### config.mk
export PLATFORM = sky130hd
export DESIGN_NAME = fetch_unit
export DESIGN_NICKNAME = d
export VERILOG_FILES = /design/src/rtl/attopu_pkg.sv /design/src/rtl/pc_next.sv /design/src/rtl/fetch_unit.sv
export SDC_FILE = /design/constraint.sdc
export NUM_CORES = 1
export LEC_CHECK = 0
export BUFFER_PORTS_ARGS = -buffer_cell sky130_fd_sc_hd__buf_4
export CORE_MARGIN = 3
export CORE_UTILIZATION = 43
export CTS_CLUSTER_SIZE = 16
export DETAILED_ROUTE_END_ITERATION = 8
export PLACE_DENSITY = 0.87
export SYNTH_ARGS = -nofsm -noshare
export SYNTH_HDL_FRONTEND = slang
export SYNTH_SLANG_ARGS = --single-unit
### constraint.sdc
create_clock -name clk -period 3.1 [get_ports clk]
set_clock_uncertainty 0.2 [all_clocks]
set_input_delay 0.31 -clock clk [delete_from_list [all_inputs] [get_ports clk]]
set_output_delay 0.31 -clock clk [all_outputs]
set_load 0.02 [all_outputs]
### src/rtl/attopu_pkg.sv
// Shared attopu definitions: fetch FSM states, nextPCSel encodings and the word width.
// ST_FAULT exists only when FETCH_BUSERR_EN is defined.
package attopu_pkg;

    localparam int WORD_W = 16;

    localparam logic [1:0] NPC_INC = 2'b00;
    localparam logic [1:0] NPC_REL = 2'b01;
    localparam logic [1:0] NPC_REG = 2'b10;  // any code with bit 1 set selects regPC

    typedef enum logic [1:0] {
        ST_IDLE  = 2'd0,
        ST_FETCH = 2'd1,
        ST_EXEC  = 2'd2
`ifdef FETCH_BUSERR_EN
        ,ST_FAULT = 2'd3
`endif
    } fetchState_t;

endpackage

### src/rtl/pc_next.sv
// Combinational next-PC select: increment, relative branch or register target.
// All arithmetic wraps modulo 2^16.
module pc_next
    import attopu_pkg::*;
(
    input  logic [WORD_W-1:0] pc,
    input  logic [1:0]        nextPCSel,
    input  logic [WORD_W-1:0] addr,
    input  logic [WORD_W-1:0] regPC,
    output logic [WORD_W-1:0] nextPc
);

    always_comb begin
        nextPc = pc + WORD_W'(1);
        if (nextPCSel[1])
            nextPc = regPC;
        else if (nextPCSel == NPC_REL)
            nextPc = pc + addr;
    end

endmodule

### src/rtl/fetch_unit.sv
// attopu instruction fetch: PC register, IDLE/FETCH/EXEC(/FAULT) FSM and instruction register.
// Define FETCH_BUSERR_EN to enable the FETCH timeout counter and the sticky FAULT state.
module fetch_unit
    import attopu_pkg::*;
#(
    parameter logic [WORD_W-1:0] RESET_PC      = 16'h0000,
    parameter int                FETCH_TIMEOUT = 16
) (
    input  logic              clk,
    input  logic              rst,
    input  logic [1:0]        nextPCSel,
    input  logic [WORD_W-1:0] addr,
    input  logic [WORD_W-1:0] regPC,
    input  logic              hold,
    output logic [WORD_W-1:0] iAddr,
    output logic              iReq,
    input  logic [WORD_W-1:0] iRdata,
    input  logic              iValid,
    output logic [WORD_W-1:0] instruction,
    output logic              instrValid,
    output logic [WORD_W-1:0] pc,
    output logic              fault
);

    if (FETCH_TIMEOUT < 1) begin : gBadTimeout
        $error("fetch_unit: FETCH_TIMEOUT must be at least 1");
    end

    fetchState_t       state, stateNext;
    logic [WORD_W-1:0] nextPc;

    pc_next uPcNext (
        .pc        (pc),
        .nextPCSel (nextPCSel),
        .addr      (addr),
        .regPC     (regPC),
        .nextPc    (nextPc)
    );

`ifdef FETCH_BUSERR_EN
    localparam int CNT_W = $clog2(FETCH_TIMEOUT + 1);
    logic [CNT_W-1:0] waitCnt;
    logic             timeoutHit;

    // Fires on the FETCH_TIMEOUT-th consecutive cycle without iValid.
    assign timeoutHit = (waitCnt == CNT_W'(FETCH_TIMEOUT - 1));

    always_ff @(posedge clk) begin
        if (rst)
            waitCnt <= '0;
        else if (state != ST_FETCH)
            waitCnt <= '0;
        else if (!iValid)
            waitCnt <= waitCnt + CNT_W'(1);
    end

    assign fault = (state == ST_FAULT);
`else
    assign fault = 1'b0;
`endif

    always_ff @(posedge clk) begin
        if (rst)
            state <= ST_IDLE;
        else
            state <= stateNext;
    end

    always_comb begin
        stateNext = state;
        case (state)
            ST_IDLE:  stateNext = ST_FETCH;
            ST_FETCH: begin
                // iValid wins over a timeout landing in the same cycle.
                if (iValid)
                    stateNext = ST_EXEC;
`ifdef FETCH_BUSERR_EN
                else if (timeoutHit)
                    stateNext = ST_FAULT;
`endif
            end
            ST_EXEC:  if (!hold) stateNext = ST_FETCH;
`ifdef FETCH_BUSERR_EN
            ST_FAULT: stateNext = ST_FAULT;
`endif
            default:  stateNext = ST_IDLE;
        endcase
    end

    always_ff @(posedge clk) begin
        if (rst) begin
            pc          <= RESET_PC;
            instruction <= '0;
        end else begin
            if (state == ST_FETCH && iValid)
                instruction <= iRdata;
            if (state == ST_EXEC && !hold)
                pc <= nextPc;
        end
    end

    assign iReq       = (state == ST_FETCH);
    assign iAddr      = pc;
    assign instrValid = (state == ST_EXEC);

endmodule

==> results.md <==
- Final worst setup slack: 0.217 ns
- Post-synth top cells: 50 x nand2_1, 36 x a21oi_1, 34 x dfxtp_1
- Predominant post-synthesis flop cell: dfxtp_1
- Fin. Hold Viols: 0
- Tmin final: 2.88 ns
- Synth Area in Simple Gates: 0.217
- Area contributors post-synth: dfxtp_1 30%, ha_1 8.2%, nand2_1 8.2%
- Worst Path Arrival: 2.86 ns
- Cells after Synth: just under 300
- Final Max Slew Viols: 0
- Post-synth EDFFs: 0
- Synth unique cells: 46
- P_leak: 1.46 nW
- Top cell type by total area after synthesis: dfxtp_1
- Initial Utilization: 0.448
- XOR/XNOR share of the synthesized area: 0.0457
- Post-Synth Adder-Cell Area: 0.0902
- Placement-stage worst setup slack: -0.0280 ns
- Clock share of power: 0.430
- Max-slew headroom: 0.600
- Share of cells above drive strength 1: 0.324
- Worst-margin pin slew: 0.601 ns
- Tcrit/Tclk final: 0.930
- Worst VDD drop: roughly 0.21 mV
- Sum of negative setup slack: 0 ns
- # fillers: 480
- WL final: 6.58 mm
- Clk slew on worst S/H paths: 0.08 ns
- Worst-skew pair later-pin latency: around 0.29 ns
- Initial DRC count: 141
- GP Congestion: 0.887
- Wire length per cell: between 10 and 15 µm
- Initial antenna violation count: 0
- Row count: 26
- # IOs: between 100 and 150
- First-pass GRT wire length: between 10 and 15 mm
- Worst path required time: 3.08 ns
- Part of the power in registers: 0.385
- Max frequency: ~350 MHz
- Die area: 6270 µm²
- Vias: 2397
- Antenna Nets Post-Route: 0
- Detailed Routing Iterations Pass 1: 4
- Die X: 79.2 µm
- Final #Nets: 449
- CP startpoint kind: input pin
- Port Buf Inserts: between 100 and 150
- Num CTS Buffers: 5
- CTS Buffer Depth: 2
- Tot GR Track Use: 0.208
- Synth warn: 0
- Post-synth net total: between 300 and 400
- Sw Ratio: 0.252
- RSZ-0062 raised after global routing: false
- Maxcap violations: 0
- Number of H-tree levels: 2
- Setup-failing EPs final: 0
- Outcome: complete, no violations
- Area growth syn-to-layout: 37.2%
- Worst Hold Class: input pin to register
- Internal Power: between 0.9 and 1 mW
- Clk sinks: 34
- Crit end category: register
- Complex-gate fraction of the synthesized area: 0.251
- Vias in the first global route: 2271
- Sw power: 0.304 mW
- Yosys top cell area share: 0.296
- Largest net degree at the start of global routing: 33
- Setup Fix Bufs, Post-CTS: 0
- Post-Syn Area per Cell: around 7.8 µm²
- CTS tree: done
- Synthesized flop and latch total: 34
- Sequential area share after synthesis: 0.296
- GRT overflow: 0
- DRC errors left: 0
- Multiplexer share of the synthesized area: 0.0174
- CORE AREA: 5140 µm²
- Drt via density: 5.33
- Cell Area, Synth: approximately 2300 µm²
- Main combinational cell family by area after synthesis: compound AO/OA/AOI/OAI gates
- Gate power share: 0.185
- CP max FO: 14
- ANT cells: 0
- CTS root buffer: clkbuf_8
- Post-CTS Resized: 0
- Most common cell in the netlist: nand2_1
- Power Density: ~380 nW/µm²
- DP HPWL: 4.92 mm
- Async set-reset flop share out of synthesis: 0
- WS Path Type: input pin to register
- Hold_buf cts: 0
- Die Ht: between 70 and 80 µm
## cell usage in the layout, fill, tap and decap left out, drive strengths merged, types with 2 or more instances in the layout
| master | n |
|---|---|
| and2 | 15 |
| nor3b | 2 |
| and3 | 2 |
| a2111oi | 2 |
| nand4 | 2 |
| nor2b | 5 |
| a31oi | 3 |
| o211a | 3 |
| o211ai | 4 |
| xnor2 | 6 |
| xor2 | 6 |
| mux2i | 4 |
| o22ai | 2 |
| o21bai | 3 |
| a211oi | 9 |
| ha | 15 |
| buf | 107 |
| o21ai | 15 |
| nand2 | 50 |
| dfxtp | 34 |
| a21oi | 37 |
| inv | 2 |
| clkbuf | 6 |
| a21o | 6 |
| nor2 | 16 |
| nor3 | 5 |
| bufinv | 2 |
| nand3b | 3 |
## critical path, cell delays in order
cell	delay, ns
buf_4	0.11
nor2b_1	0.23
buf_4	0.24
and2_1	0.17
ha_1	0.25
a2111oi_0	0.47
o21ai_0	0.26
a31oi_1	0.35
o211ai_1	0.18
xnor2_1	0.19
o21ai_0	0.08
## kinds of logic (layout without fill, tap and decap cells)
logic type | after synthesis | count (layout)
flip-flops | 34 | 34
multiplexers | 4 | 4
AO/OA/AOI/OAI | 90 | 90
AND/OR/NAND/NOR | 106 | 106
adder cells (fa/ha/maj) | 16 | 16
XOR/XNOR | 12 | 12
other | 1 | 1
buffers and inverters | 33 | 117
## metal layers
layer	part of all wire	vias up	GRT usage	wire, µm
met4	0.022	0	0.0722	144
met2	0.50	90	0.357	3260
met5	0	-	0	0
li1	-	1188	-	-
met1	0.41	1102	0.248	2670
met3	0.075	17	0.0590	496
## per-stage QoR
stage / hold slack, ns / instance area, µm² / utilization / std cells / total power, mW
finish: 0.0629 / 3160 / 0.615 / 450 / 1.21
global route: 0.0666 / 3160 / 0.615 / 450 / 1.24
CTS: 0.0587 / 3160 / 0.615 / 450 / 1.21
detailed placement: 0.247 / 3020 / 0.587 / 442 / 0.697
global placement: 0.243 / 3020 / 0.587 / 442 / 0.692
floorplan: 0.246 / 2300 / - / 296 / 0.597
## flip-flops by register name, indices dropped and copies added, names as in the netlist
signal,count
instruction,16
state,2
iAddr,16
## area by class of cell
| cell class | instances | area (µm²) | area share |
|---|---|---|---|
| tap | 70 | 87.6 | 0.0277 |
| inverter | 2 | 7.51 | 0.00238 |
| sequential | 34 | 681 | 0.215 |
| clock buffer | 6 | 82.6 | 0.0261 |
| multi-input combinational | 229 | 1440 | 0.455 |
| timing repair buffer | 107 | 803 | 0.254 |
| clock inverter | 2 | 60.1 | 0.0190 |
## worst paths after layout
kind | start | endpoint | slack, ns | depth (start not counted)
worst max-delay path | nextPCSel[1] | iAddr[15]$_SDFFE_PP0P_ | 0.22 | 11
worst max register to register | iAddr[0]$_SDFFE_PP0P_ | iAddr[12]$_SDFFE_PP0P_ | 0.42 | 8
worst min register to register | instruction[13]$_SDFFE_PP0P_ | instruction[13]$_SDFFE_PP0P_ | 0.26 | 2
worst min-delay path | iRdata[9] | instruction[9]$_SDFFE_PP0P_ | 0.06 | 3
## power by group through the flow
stage / Clock, mW / Combinational (mW) / Sequential, mW
global route: 0.533 / 0.243 / 0.467
finish: 0.520 / 0.224 / 0.465
global placement: 0 / 0.218 / 0.474
CTS: 0.521 / 0.223 / 0.465
floorplan: 0 / 0.107 / 0.491
detailed placement: 0 / 0.222 / 0.475
Note: power is estimated with default switching activity, not from simulation.
